`config.mk`:
```
export PLATFORM = sky130hd
export DESIGN_NAME = led_fader
export DESIGN_NICKNAME = d
export VERILOG_FILES = /design/src/rtl/led_fader.sv
export SDC_FILE = /design/constraint.sdc
export NUM_CORES = 1
export LEC_CHECK = 0
export BUFFER_PORTS_ARGS = -buffer_cell sky130_fd_sc_hd__buf_2
export CAP_MARGIN = 20
export CORE_MARGIN = 2
export CORE_UTILIZATION = 25
export CTS_CLUSTER_SIZE = 30
export DETAILED_ROUTE_END_ITERATION = 8
export MAX_ROUTING_LAYER = met4
export PLACE_DENSITY_LB_ADDON = 0.15
export SETUP_SLACK_MARGIN = 0.4
export SYNTH_ARGS = -nofsm -noshare
export SYNTH_HDL_FRONTEND = slang
export SYNTH_SLANG_ARGS = --single-unit
```
`constraint.sdc`:
```
create_clock -name clk -period 2.6 [get_ports clk]
set_clock_uncertainty 0.1 [all_clocks]
set_input_delay 0.52 -clock clk [delete_from_list [all_inputs] [get_ports clk]]
set_output_delay 0.52 -clock clk [all_outputs]
set_load 0.02 [all_outputs]
```
`src/rtl/led_fader.sv`:
```
// LED brightness fader: walks threshold one level at a time toward a requested
// target at a programmable step rate, then pulses done.
module led_fader #(
  parameter int unsigned MAX_LEVEL = 246,
  parameter int unsigned DIV_WIDTH = 16
) (
  input  logic                 clk,
  input  logic                 reset,
  input  logic [7:0]           target,
  input  logic                 target_valid,
  output logic                 target_ready,
  input  logic [DIV_WIDTH-1:0] step_div,
  output logic [7:0]           threshold,
  output logic                 busy,
  output logic                 done
);

  localparam logic [7:0] MAX_L = 8'(MAX_LEVEL);

  typedef enum logic [1:0] {IDLE, RAMP_UP, RAMP_DOWN} state_t;

  state_t               state;
  state_t               state_next;
  logic [DIV_WIDTH-1:0] prescaler;
  logic [DIV_WIDTH-1:0] div_q;
  logic [7:0]           tgt_q;

  logic [7:0] clamped_c;
  logic [7:0] thr_inc_c;
  logic [7:0] thr_dec_c;
  logic       accept_c;
  logic       step_c;
  logic       arrive_c;

  assign clamped_c = (target > MAX_L) ? MAX_L : target;
  assign thr_inc_c = threshold + 8'd1;
  assign thr_dec_c = threshold - 8'd1;
  assign accept_c  = target_valid && (state == IDLE);
  assign step_c    = (prescaler == div_q);
  // Arrival is decided on the step edge that lands exactly on the latched target.
  assign arrive_c  = step_c &&
                     (((state == RAMP_UP)   && (thr_inc_c == tgt_q)) ||
                      ((state == RAMP_DOWN) && (thr_dec_c == tgt_q)));

  always_ff @(posedge clk) begin
    if (reset) begin
      state <= IDLE;
    end else begin
      state <= state_next;
    end
  end

  always_comb begin
    state_next = state;
    case (state)
      IDLE: begin
        if (accept_c) begin
          if (clamped_c > threshold) begin
            state_next = RAMP_UP;
          end else if (clamped_c < threshold) begin
            state_next = RAMP_DOWN;
          end
        end
      end
      RAMP_UP, RAMP_DOWN: begin
        if (arrive_c) begin
          state_next = IDLE;
        end
      end
      default: state_next = IDLE;
    endcase
  end

  always_comb begin
    target_ready = 1'b0;
    busy         = 1'b0;
    case (state)
      IDLE:               target_ready = 1'b1;
      RAMP_UP, RAMP_DOWN: busy         = 1'b1;
      default:            target_ready = 1'b0;
    endcase
  end

  // Datapath: request latch, step prescaler, level and completion pulse.
  always_ff @(posedge clk) begin
    if (reset) begin
      threshold <= 8'd0;
      prescaler <= '0;
      div_q     <= '0;
      tgt_q     <= 8'd0;
      done      <= 1'b0;
    end else begin
      done <= 1'b0;
      case (state)
        IDLE: begin
          if (accept_c) begin
            tgt_q     <= clamped_c;
            div_q     <= step_div;
            prescaler <= '0;
            if (clamped_c == threshold) begin
              done <= 1'b1;
            end
          end
        end
        RAMP_UP, RAMP_DOWN: begin
          if (step_c) begin
            prescaler <= '0;
            threshold <= (state == RAMP_UP) ? thr_inc_c : thr_dec_c;
            done      <= arrive_c;
          end else begin
            prescaler <= prescaler + DIV_WIDTH'(1);
          end
        end
        default: prescaler <= '0;
      endcase
    end
  end

endmodule

```
# Yosys cells after proc, flatten, opt, wreduce, memory -nomap -nowiden
# Index checks and enable logic that the tools add are counted.
[classes]
n_addsub = 3
magnitude_cmp = 3
eq_ne = 9
n_mux = 16
reduce_logical = 10
[op_table]
columns = ["cell", "count"]
rows = [
  ["2-to-1 mux 16 bit", 2],
  ["case mux 16 bit (2 select lines)", 1],
  ["equality test 8 bit", 3],
  ["adder 16 x 1 -> 16 bit, second input constant", 1],
  ["equality test 16 bit", 1],
  ["2-to-1 mux 8 bit", 2],
  ["adder 8 x 1 -> 8 bit, second input constant", 1],
  ["> comparator 8 bit", 1],
  ["> comparator 8 bit, second input constant", 1],
  ["< comparator 8 bit", 1],
  ["2-to-1 mux 2 bit", 4],
  ["subtractor 8 x 1 -> 8 bit, second input constant", 1],
  ["2-to-1 mux 1 bit", 5],
  ["logical AND 1 bit", 4],
  ["inequality test 2 bit, second input constant", 2],
  ["case mux 2 bit (2 select lines)", 1],
  ["AND reduction 2 bit", 2],
  ["inequality test 3 x 1 -> 1 bit, second input constant", 1],
  ["AND reduction 3 bit", 1],
  ["equality test 2 x 1 -> 1 bit, second input constant", 1],
  ["equality test 2 bit, second input constant", 1],
  ["zero test 2 bit", 1],
  ["case mux 1 bit (2 select lines)", 1],
  ["OR reduction 2 bit", 1],
  ["logical OR 1 bit", 1],
]
[word_totals]
ff_bits = 51

# Longest topological paths before layout
# Gate-level depths: netlist (run 1).
[depth]
word_depth = 7
depth_mapped = 11
mapped_depth_nobuf = 11

# Worst setup path before layout (run 1)
# No wires, ideal clock.
[synth_timing]
kind = "reg2reg"
start = "register threshold[0]"
end = "register state[1]"
arrival_time_ns = 2.661
t_required_ns = 2.421
setup_slack_ns = -0.240
stages_incl_launch_ff = 11
path_buffers = 1
period_less_slack_ns = 2.840
path_cell_list = "dfxtp_1 > clkbuf_8 > inv_1 > ha_1 > or4b_1 > o21a_1 > or2_0 > a31oi_1 > o32ai_4 > or4_1 > o211ai_1"
[synth_via]
elab_chain_len = 7
[synth_rtl]
columns = ["item", "line_no", "rtl"]
rows = [
  ["start, declared", "13", "output logic [7:0] threshold,"],
  ["start signal, assigned", "108", "threshold <= (state == RAMP_UP) ? thr_inc_c : thr_dec_c;"],
  ["adder 8 x 1 -> 8 bit or subtractor 8 x 1 -> 8 bit (tied branches)", "36, 37", ""],
  ["equality test 8 bit (on tied branches)", "42, 43", ""],
  ["logical AND 1 bit (on tied branches)", "42, 43", ""],
  ["logical OR 1 bit", "42", "(((state == RAMP_UP) && (thr_inc_c == tgt_q)) ||"],
  ["logical AND 1 bit", "41", "assign arrive_c = step_c &&"],
  ["inequality test 2 bit (no source line)", "n/a", ""],
  ["AND reduction 3 bit (no source line)", "n/a", ""],
  ["end signal, assigned", "49", "state <= state_next;"],
  ["end, declared", "22", "state_t state;"],
]
# Several ways; a longest one is shown, not always the timed one. The select of a mux whose other input is x is not followed.
# A chain may end at the register's enable or synchronous reset.

# Final worst setup path (run 1)
[layout_timing]
start = "input port target[4]"
end = "register state[0]"
[layout_via]
elab_chain_len = 6
[layout_rtl]
columns = ["item", "line_no", "rtl"]
rows = [
  ["start, declared", "9", "input logic [7:0] target,"],
  ["> comparator 8 bit (*)", "35", "assign clamped_c = (target > MAX_L) ? MAX_L : target;"],
  ["2-to-1 mux 8 bit (*)", "35", ""],
  ["net clamped_c[1]", "28", "logic [7:0] clamped_c;"],
  ["> comparator 8 bit", "58", "if (clamped_c > threshold) begin"],
  ["2-to-1 mux 2 bit", "58", ""],
  ["2-to-1 mux 2 bit", "57", "if (accept_c) begin"],
  ["case mux 2 bit (2 select lines)", "55", "case (state)"],
]
# Mark *: on every way through the listed nets, which the timed path passes. The rest lies on a longest branch. The select of a mux whose other input is x is not followed.

==> results of run 1 <==
-- area by class of cell --
type | instances | share of cell area (%)
Clock buffer | 6 | 3.18
Timing Repair Buffer | 79 | 13.0
Clock inverter | 2 | 1.48
Tap cell | 168 | 5.19
Multi-Input combinational cell | 305 | 50.3
Inverter | 14 | 1.30
Sequential cell | 51 | 25.6
-- logic make-up after synthesis --
| kind of cell | after synthesis | synth area share [%] |
|---|---|---|
| flip-flops | 51 | 32.9 |
| adder cells (fa/ha/maj) | 15 | 6.04 |
| AO/OA/AOI/OAI | 65 | 13.4 |
| multiplexers | 5 | 1.81 |
| XOR/XNOR | 50 | 14.1 |
| buffers and inverters | 37 | 5.39 |
| AND/OR/NAND/NOR | 170 | 26.4 |
-- worst reg2reg max path, stage by stage, from the launching register on --
cell and delay, ns:
dfxtp_1 0.37, inv_1 0.11, ha_1 0.32, a211o_1 0.29
a21oi_1 0.22, a31oi_2 0.14, nor2_1 0.13, or4b_4 0.46
mux2_4 0.27, o21ai_2 0.05
-- registers in the layout (all words and copies together) (netlist names) --
name	cells
state	2
threshold	8
div_q	16
prescaler	16
done	1
tgt_q	8
-- worst max-delay path by stage --
stage,start,to,cells after the start
3_3_place_gp,target[5],state[0]$_SDFFE_PP0P_,12
5_1_grt,target[4],state[1]$_SDFFE_PP0P_,14
2_1_floorplan,target[5],state[0]$_SDFFE_PP0P_,11
4_1_cts,target[4],state[0]$_SDFFE_PP0P_,12
6_report,target[4],state[0]$_SDFFE_PP0P_,12
3_5_place_dp,target[5],state[0]$_SDFFE_PP0P_,12
-- metal layers --
layer  global-route usage, %  share of wire (%)  wire length (um)  up-vias
met5                       -                  0                 0        -
met4                    4.58                1.8               153        0
met3                    3.50                2.8               238       10
met2                    24.1                 49              4250       37
met1                    16.4                 46              3970     1330
li1                        -                  -                 -     1467
-- repair_timing --
action,CTS,global route
setup buffers,4,1
gates resized for setup,17,13
endpoints found under the setup margin,3,14
pin swaps,12,5
-- power by group through the flow --
stage | clock network (mW) | logic (mW) | registers, mW
floorplan | 0 | 0.893 | 0.989
global placement | 0 | 1.28 | 0.990
detailed placement | 0 | 1.29 | 0.992
CTS | 0.895 | 1.36 | 0.975
global route | 0.924 | 1.52 | 0.991
finish | 0.862 | 1.37 | 0.976
-- placed cells by master (no fill, tap or decap), types with 2 or more instances in the layout --
| cell type | n |
|---|---|
| or4_1 | 3 |
| nand4_1 | 18 |
| inv_1 | 12 |
| clkbuf_16 | 5 |
| nor2_1 | 43 |
| a21oi_1 | 32 |
| buf_2 | 33 |
| or4b_4 | 2 |
| nor4_1 | 3 |
| xnor2_1 | 32 |
| and2_1 | 3 |
| nor2b_1 | 4 |
| buf_4 | 42 |
| buf_6 | 4 |
| or4_4 | 2 |
| nor3_1 | 8 |
| ha_1 | 13 |
| mux2i_1 | 3 |
| inv_2 | 2 |
| o211ai_1 | 2 |
| and4_1 | 2 |
| o21a_1 | 5 |
| o31ai_1 | 3 |
| ha_4 | 2 |
| dfxtp_1 | 41 |
| dfxtp_2 | 9 |
| xor2_1 | 16 |
| bufinv_16 | 2 |
| nand3_1 | 10 |
| xnor2_2 | 2 |
| nand2_1 | 58 |
| o21ai_0 | 9 |
==> impl_results.html, run 1 <==
<table>
<tr><th>Metric</th><th>Value</th></tr>
<tr><th colspan="2">Final layout</th></tr>
<tr><td>Non-filler instance count after layout</td><td>roughly 630</td></tr>
<tr><td>Count of fill cells added during filler insertion</td><td>1298</td></tr>
<tr><td>Area taken by multi-input logic gates</td><td>slightly above 2000 um2</td></tr>
<tr><td>Ant. Diodes</td><td>0</td></tr>
<tr><td>Net count, final</td><td>about 500</td></tr>
<tr><td>Share of layout cells above drive strength 1</td><td>~28%</td></tr>
<tr><td>Register cell area after layout</td><td>between 1000 and 1500 um2</td></tr>
<tr><td>Area growth from synthesis to final layout</td><td>30.2%</td></tr>
<tr><td>Final Core Density</td><td>around 34%</td></tr>
<tr><td>Post-route cell area</td><td>just over 4000 um2</td></tr>
<tr><th colspan="2">Setup path</th></tr>
<tr><td>Element type at the critical path end</td><td>flop</td></tr>
<tr><td>Kind of critical path</td><td>input port to flop</td></tr>
<tr><td>FF-to-FF setup slack</td><td>roughly 0.060 ns</td></tr>
<tr><td>Critical path launch point type</td><td>input port</td></tr>
<tr><td>End of the worst register-to-register path</td><td>state[0]$_SDFFE_PP0P_</td></tr>
<tr><td>Master of the slowest instance on the critical path</td><td>or4b_4</td></tr>
<tr><td>Critical path, cell by cell</td><td>buf_6 &gt; nand4_1 &gt; or2_4 &gt; nand2b_4 &gt; ha_4 &gt; nor2b_1 &gt; o211ai_1 &gt; a31oi_2 &gt; nor2_1 &gt; or4b_4 &gt; mux2_4 &gt; o21ai_2</td></tr>
<tr><td>Buffering stage count on the worst path with inverters included</td><td>1</td></tr>
<tr><td>R2r worst-path depth</td><td>9</td></tr>
<tr><td>Max Fanout on Critical Path</td><td>3</td></tr>
<tr><td>Worst path max stage delay</td><td>~0.46 ns</td></tr>
<tr><td>R2r startpoint</td><td>threshold[5]$_SDFFE_PP0P_</td></tr>
<tr><td>Kind of cell adding the most delay to the critical path</td><td>simple AND/OR/NAND/NOR gates</td></tr>
<tr><td>Arrival time at the worst endpoint</td><td>between 2 and 3 ns</td></tr>
<tr><td>Data required time at the worst endpoint</td><td>2.74 ns</td></tr>
<tr><th colspan="2">Min path</th></tr>
<tr><td>Class of the tightest hold or removal check</td><td>input port to flop</td></tr>
<tr><td>Hold_sp</td><td>step_div[3]</td></tr>
<tr><td>End point of the worst hold path</td><td>div_q[3]$_SDFFE_PP0P_</td></tr>
<tr><td>Cells on Worst Hold Path</td><td>3</td></tr>
<tr><th colspan="2">Clock tree</th></tr>
<tr><td>Max clock buf depth</td><td>2</td></tr>
<tr><td>Hold_buf cts</td><td>0</td></tr>
<tr><td>Post-CTS clock slew at the launch and capture registers of the worst setup and hold paths</td><td>about 0.070 ns</td></tr>
<tr><td>Clock latency on the worst-skew pair</td><td>roughly 0.3 ns</td></tr>
<tr><td>TritonCTS clock tree</td><td>built</td></tr>
<tr><td>Clock Sinks</td><td>slightly above 50</td></tr>
<tr><td>Number of buffers created by CTS</td><td>5</td></tr>
<tr><td>Deepest level of the CTS H-tree</td><td>2</td></tr>
<tr><td>Root buf cell</td><td>clkbuf_16</td></tr>
<tr><th colspan="2">Power</th></tr>
<tr><td>Static leakage power</td><td>around 1.6 nW</td></tr>
<tr><td>Power, Total</td><td>around 3.2 mW</td></tr>
<tr><td>Power per standard cell area</td><td>roughly 800 nW/um2</td></tr>
<tr><td>Fraction of power spent switching nets</td><td>36.6%</td></tr>
<tr><td>Clock network fraction of total power</td><td>26.9%</td></tr>
<tr><td>Comb pwr share</td><td>42.6%</td></tr>
<tr><td>Internal portion of total power</td><td>between 2 and 2.5 mW</td></tr>
<tr><td>Peak supply drop</td><td>0.329 mV</td></tr>
<tr><td>Net Switching</td><td>approximately 1.2 mW</td></tr>
<tr><td>Share of power burned in registers</td><td>30.5%</td></tr>
<tr><th colspan="2">Place</th></tr>
<tr><td>IO Port Bufs</td><td>37</td></tr>
<tr><td>Pre-CTS WS</td><td>-0.397 ns</td></tr>
<tr><td>Placer Congestion</td><td>roughly 0.82</td></tr>
<tr><td>Estimated wirelength of the detail-placed design</td><td>roughly 6600 um</td></tr>
<tr><td>Post-Place Cell Area</td><td>roughly 3700 um2</td></tr>
<tr><td>Total instance count after detailed placement</td><td>just over 600</td></tr>
<tr><th colspan="2">Timing</th></tr>
<tr><td>Clock period minus worst slack</td><td>about 2.6 ns</td></tr>
<tr><td>Setup Total Neg Slack</td><td>0 ns</td></tr>
<tr><td>Final setup margin</td><td>about 0.0033 ns</td></tr>
<tr><td>Number of failing hold endpoints at the final stage</td><td>0</td></tr>
<tr><td>Max Slew Vio Count</td><td>0</td></tr>
<tr><td>Final count of negative-setup-slack endpoints</td><td>0</td></tr>
<tr><td>Max Clk Rate</td><td>0.385 GHz</td></tr>
<tr><td>Unrepaired setup endpoints after global routing</td><td>yes</td></tr>
<tr><td>Slew Limit Headroom</td><td>between 60% and 70%</td></tr>
<tr><td>Worst-Margin Slew</td><td>approximately 0.49 ns</td></tr>
<tr><td>Part of the cycle the worst path needs</td><td>between 90 and 100%</td></tr>
<tr><td>WHS</td><td>0.354 ns</td></tr>
<tr><th colspan="2">Logic synthesis</th></tr>
<tr><td>Number of different library cells in the post-synthesis netlist</td><td>51</td></tr>
<tr><td>Net count of the mapped netlist</td><td>approximately 440</td></tr>
<tr><td>Mean instance size in the synthesized netlist</td><td>around 7.9 um2</td></tr>
<tr><td>Top cells by area, synth</td><td>dfxtp_1 33%, xnor2_1 9.6%, nand2_1 7.0%</td></tr>
<tr><td>Netlist area before placement</td><td>about 3100 um2</td></tr>
<tr><td>Gate count of the mapped netlist</td><td>about 400</td></tr>
<tr><td>Post-synth EDFFs</td><td>0</td></tr>
<tr><td>Yosys warnings</td><td>0</td></tr>
<tr><td>Proportion of register bits with asynchronous set or reset after synthesis</td><td>0%</td></tr>
<tr><td>Sequential cell area fraction in the yosys report</td><td>around 33%</td></tr>
<tr><td>Cell types with the highest counts after synthesis</td><td>58 x nand2_1, 51 x dfxtp_1, 43 x nor2_1, 34 x xnor2_1, 32 x a21oi_1</td></tr>
<tr><td>Number of register bits inferred by synthesis</td><td>51</td></tr>
<tr><td>Most common cell in the synthesized netlist</td><td>nand2_1</td></tr>
<tr><td>Post-synth top area cell</td><td>dfxtp_1</td></tr>
<tr><td>Most used flip-flop cell after synthesis</td><td>dfxtp_1</td></tr>
<tr><td>Area fraction of the dominant cell type after synthesis</td><td>between 30% and 40%</td></tr>
<tr><th colspan="2">Drt</th></tr>
<tr><td>Router iterations before antenna repair</td><td>4</td></tr>
<tr><td>Antenna violation net count after detailed routing</td><td>0</td></tr>
<tr><td>Total Wirelength</td><td>approximately 8600 um</td></tr>
<tr><td>Overall via count from detail_route</td><td>around 2800</td></tr>
<tr><td>Via density</td><td>around 4.6</td></tr>
<tr><td>Average wire per standard cell</td><td>about 14 um</td></tr>
<tr><td>DRC violation count after routing</td><td>0</td></tr>
<tr><td>Iter 0 DRT Violations</td><td>slightly below 80</td></tr>
<tr><th colspan="2">Die</th></tr>
<tr><td>I/O Pins</td><td>38</td></tr>
<tr><td>Area of the placeable core</td><td>between 10000 and 15000 um2</td></tr>
<tr><td>Starting Density</td><td>about a quarter</td></tr>
<tr><td>Die X-Extent</td><td>about 120 um</td></tr>
<tr><td>Placement row count</td><td>40</td></tr>
<tr><td>Die Outline Area</td><td>about 13000 um2</td></tr>
<tr><td>Overall die height</td><td>between 100 and 150 um</td></tr>
<tr><th colspan="2">GRT</th></tr>
<tr><td>Largest net degree at the start of global routing</td><td>27</td></tr>
<tr><td>Global-route wire length before repair</td><td>between 10000 and 15000 um</td></tr>
<tr><td>Tot GR Track Use</td><td>14.2%</td></tr>
<tr><td>Antenna violations before repair</td><td>0</td></tr>
<tr><td>Number of global-route vias before repair</td><td>approximately 2800</td></tr>
<tr><td>Total global routing overflow</td><td>0</td></tr>
<tr><th colspan="2">Run status</th></tr>
<tr><td>Outcome</td><td>finished, final reports clean</td></tr>
<tr><th colspan="2">Run</th></tr>
<tr><td>Maxcap violations</td><td>0</td></tr>
</table>
Note: power is estimated with default switching activity, not from simulation.
==> run 2, diff against run 1 <==
--- a/config.mk
+++ b/config.mk
@@ -7,6 +7,8 @@
 export LEC_CHECK = 0
 export BUFFER_PORTS_ARGS = -buffer_cell sky130_fd_sc_hd__buf_2
 export CAP_MARGIN = 20
+export CELL_PAD_IN_SITES_DETAIL_PLACEMENT = 0
+export CELL_PAD_IN_SITES_GLOBAL_PLACEMENT = 1
 export CORE_MARGIN = 2
 export CORE_UTILIZATION = 25
 export CTS_CLUSTER_SIZE = 30
==> run 2 against run 1 <==
  * Critical path type unchanged
  * Total power decreased by 4.2%
  * Register-to-register slack better by 0.03 ns
  * Wire length up 3.5%
  * Critical path depth is the same
  * Utilization fell by 0.43 points
  * Largest power group unchanged
  * Die area is the same
  * Clock power decreased by 19%
  * First-iteration DRC count is 120% higher
  * Setup slack gained 0.030 ns
  * Sequential power about the same
  * Fmax up 1.2%
  * Cell area down 1.3%
==> impl_results.html, run 2 (synthesis gave the netlist of run 1 again) <==
<table>
<tr><th>Metric</th><th>Value</th></tr>
<tr><th colspan="2">Drt</th></tr>
<tr><td>DRC violation count after routing</td><td>0</td></tr>
<tr><td>Average wire per standard cell</td><td>between 10 and 15 um</td></tr>
<tr><td>Total Wirelength</td><td>between 8000 and 9000 um</td></tr>
<tr><td>Router iterations before antenna repair</td><td>4</td></tr>
<tr><td>Overall via count from detail_route</td><td>roughly 2800</td></tr>
<tr><td>Iter 0 DRT Violations</td><td>approximately 180</td></tr>
<tr><td>Via density</td><td>around 4.6</td></tr>
<tr><td>Antenna violation net count after detailed routing</td><td>0</td></tr>
<tr><th colspan="2">Place</th></tr>
<tr><td>IO Port Bufs</td><td>37</td></tr>
<tr><td>Total instance count after detailed placement</td><td>between 600 and 700</td></tr>
<tr><td>Placer Congestion</td><td>a little under 0.8</td></tr>
<tr><td>Estimated wirelength of the detail-placed design</td><td>6680 um</td></tr>
<tr><th colspan="2">Timing</th></tr>
<tr><td>Clock period minus worst slack</td><td>around 2.6 ns</td></tr>
<tr><td>Max Clk Rate</td><td>0.390 GHz</td></tr>
<tr><td>Part of the cycle the worst path needs</td><td>98.7%</td></tr>
<tr><td>Setup Total Neg Slack</td><td>0 ns</td></tr>
<tr><td>Final count of negative-setup-slack endpoints</td><td>0</td></tr>
<tr><td>WHS</td><td>around 0.35 ns</td></tr>
<tr><td>Max Slew Vio Count</td><td>0</td></tr>
<tr><td>Number of failing hold endpoints at the final stage</td><td>0</td></tr>
<tr><td>Worst-Margin Slew</td><td>about 0.5 ns</td></tr>
<tr><td>Slew Limit Headroom</td><td>roughly 66%</td></tr>
<tr><td>Unrepaired setup endpoints after global routing</td><td>yes</td></tr>
<tr><th colspan="2">Die</th></tr>
<tr><td>Placement row count</td><td>40</td></tr>
<tr><td>Area of the placeable core</td><td>12100 um2</td></tr>
<tr><td>Overall die height</td><td>about 120 um</td></tr>
<tr><td>I/O Pins</td><td>38</td></tr>
<tr><td>Die Outline Area</td><td>between 10000 and 15000 um2</td></tr>
<tr><td>Starting Density</td><td>between 20 and 30%</td></tr>
<tr><td>Die X-Extent</td><td>roughly 120 um</td></tr>
<tr><th colspan="2">Clock tree</th></tr>
<tr><td>Number of buffers created by CTS</td><td>5</td></tr>
<tr><td>Post-CTS clock slew at the launch and capture registers of the worst setup and hold paths</td><td>approximately 0.070 ns</td></tr>
<tr><td>Hold_buf cts</td><td>0</td></tr>
<tr><td>Clock Sinks</td><td>~50</td></tr>
<tr><td>TritonCTS clock tree</td><td>built</td></tr>
<tr><td>Max clock buf depth</td><td>2</td></tr>
<tr><td>Clock latency on the worst-skew pair</td><td>~0.30 ns</td></tr>
<tr><td>Deepest level of the CTS H-tree</td><td>2</td></tr>
<tr><td>Root buf cell</td><td>clkbuf_16</td></tr>
<tr><th colspan="2">Run</th></tr>
<tr><td>Maxcap violations</td><td>0</td></tr>
<tr><th colspan="2">Setup path</th></tr>
<tr><td>Max Fanout on Critical Path</td><td>3</td></tr>
<tr><td>Critical path launch point type</td><td>input port</td></tr>
<tr><td>Arrival time at the worst endpoint</td><td>~2.7 ns</td></tr>
<tr><td>Element type at the critical path end</td><td>flop</td></tr>
<tr><td>Kind of critical path</td><td>input port to flop</td></tr>
<tr><td>R2r worst-path depth</td><td>9</td></tr>
<tr><td>Data required time at the worst endpoint</td><td>approximately 2.7 ns</td></tr>
<tr><th colspan="2">Final layout</th></tr>
<tr><td>Register cell area after layout</td><td>about 1000 um2</td></tr>
<tr><td>Share of layout cells above drive strength 1</td><td>a little over a quarter</td></tr>
<tr><td>Area growth from synthesis to final layout</td><td>28.6%</td></tr>
<tr><td>Regs by FF count</td><td>div_q (16), prescaler (16)</td></tr>
<tr><td>Highest-count cells in the layout ignoring fill and taps</td><td>58 x nand2_1, 46 x dfxtp_1, 42 x nor2_1, 41 x buf_4, 34 x xnor2_1</td></tr>
<tr><td>Leading cell type in the layout, fill and taps excluded</td><td>nand2_1</td></tr>
<tr><td>Ant. Diodes</td><td>0</td></tr>
<tr><td>Count of fill cells added during filler insertion</td><td>approximately 1300</td></tr>
<tr><td>Net count, final</td><td>around 500</td></tr>
<tr><td>Area taken by multi-input logic gates</td><td>just over 2000 um2</td></tr>
<tr><td>Non-filler instance count after layout</td><td>approximately 620</td></tr>
<tr><th colspan="2">Power</th></tr>
<tr><td>Peak supply drop</td><td>around 0.28 mV</td></tr>
<tr><td>Power per standard cell area</td><td>between 700 and 800 nW/um2</td></tr>
<tr><td>Static leakage power</td><td>roughly 1.6 nW</td></tr>
<tr><th colspan="2">GRT</th></tr>
<tr><td>Met2 routing resource usage after global routing</td><td>a little under a quarter</td></tr>
<tr><td>Layer with the highest usage</td><td>met2</td></tr>
<tr><td>Total global routing overflow</td><td>0</td></tr>
<tr><td>Antenna violations before repair</td><td>0</td></tr>
<tr><td>Tot GR Track Use</td><td>14.4%</td></tr>
<tr><td>Largest net degree at the start of global routing</td><td>27</td></tr>
<tr><td>Number of global-route vias before repair</td><td>~2800</td></tr>
<tr><td>Grt met3 use</td><td>under 10%</td></tr>
<tr><td>M1 GR Usage</td><td>19.2%</td></tr>
<tr><td>Global-route wire length before repair</td><td>around 15000 um</td></tr>
<tr><th colspan="2">Min path</th></tr>
<tr><td>Cells on Worst Hold Path</td><td>3</td></tr>
<tr><td>Class of the tightest hold or removal check</td><td>input port to flop</td></tr>
<tr><th colspan="2">Run status</th></tr>
<tr><td>Outcome</td><td>finished, final reports clean</td></tr>
</table>
-- run 2: cell types whose count changed in the layout (fill, tap and decap cells not counted), sizes merged --
| cell | change |
|---|---|
| bufinv | -2 |
| inv | +2 |
| buf | -1 |
| clkbuf | -1 |
| clkinv | +1 |
-- run 2: final timing paths --
check | slack, ns | to | startpoint
setup reg to reg | 0.09 | state[1]$_SDFFE_PP0P_ | threshold[0]$_SDFFE_PP0P_
hold reg to reg | 0.37 | div_q[4]$_SDFFE_PP0P_ | div_q[4]$_SDFFE_PP0P_
setup / recovery | 0.03 | state[0]$_SDFFE_PP0P_ | target[7]
hold / removal | 0.35 | div_q[3]$_SDFFE_PP0P_ | step_div[3]
-- run 2: critical path, cell delays in order --
cell and delay [ns]:
buf_6 0.07, nand4_1 0.16, or2_4 0.29, nand2b_4 0.08, ha_4 0.20, nor2b_1 0.12, o211ai_1 0.20, a31oi_1 0.14
nor2_1 0.13, or4b_4 0.46, mux2_4 0.27, o21ai_2 0.05
-- run 2: routing by layer --
layer	vias to the layer above	part of all wire, %
li1	1472	-
met2	38	47
met4	0	0.62
met1	1334	49
met3	4	3.0
met5	-	0
-- run 2: what timing repair did --
| action | CTS | global route |
|---|---|---|
| endpoints found under the setup margin | 8 | 12 |
| gates cloned | 0 | 0 |
| pin swaps | 7 | 5 |
| resized for setup | 19 | 10 |
| setup buffers | 1 | 2 |
-- run 2: per-stage QoR --
step / utilization [%] / power [mW] / setup WS [ns] / instance area, um2
final: 33.1 / 3.07 / 0.0337 / 4000
after global routing: 33.1 / 3.32 / -0.0704 / 4000
after CTS: 32.8 / 3.07 / -0.00710 / 3950
after detailed placement: 30.7 / 2.29 / -0.400 / 3700
after global placement: 30.7 / 2.29 / -0.335 / 3700
after floorplan: - / 1.88 / -0.0850 / 3130
-- run 2: layout make-up --
class / instances / share of cell area, %
Sequential cell: 51 / 25.8
Multi-Input combinational cell: 305 / 51.0
Clock buffer: 5 / 3.13
Clock inverter: 3 / 0.564
Timing Repair Buffer: 78 / 13.0
Inverter: 14 / 1.31
Tap cell: 168 / 5.26
-- run 2: where the power goes --
group	internal [mW]	leakage [nW]	total [mW]	switching, mW
sequential	0.879	0.418	0.977	0.0977
combinational	0.617	1.07	1.40	0.780
clock	0.364	0.0746	0.695	0.331
total	1.86	1.57	3.07	1.21
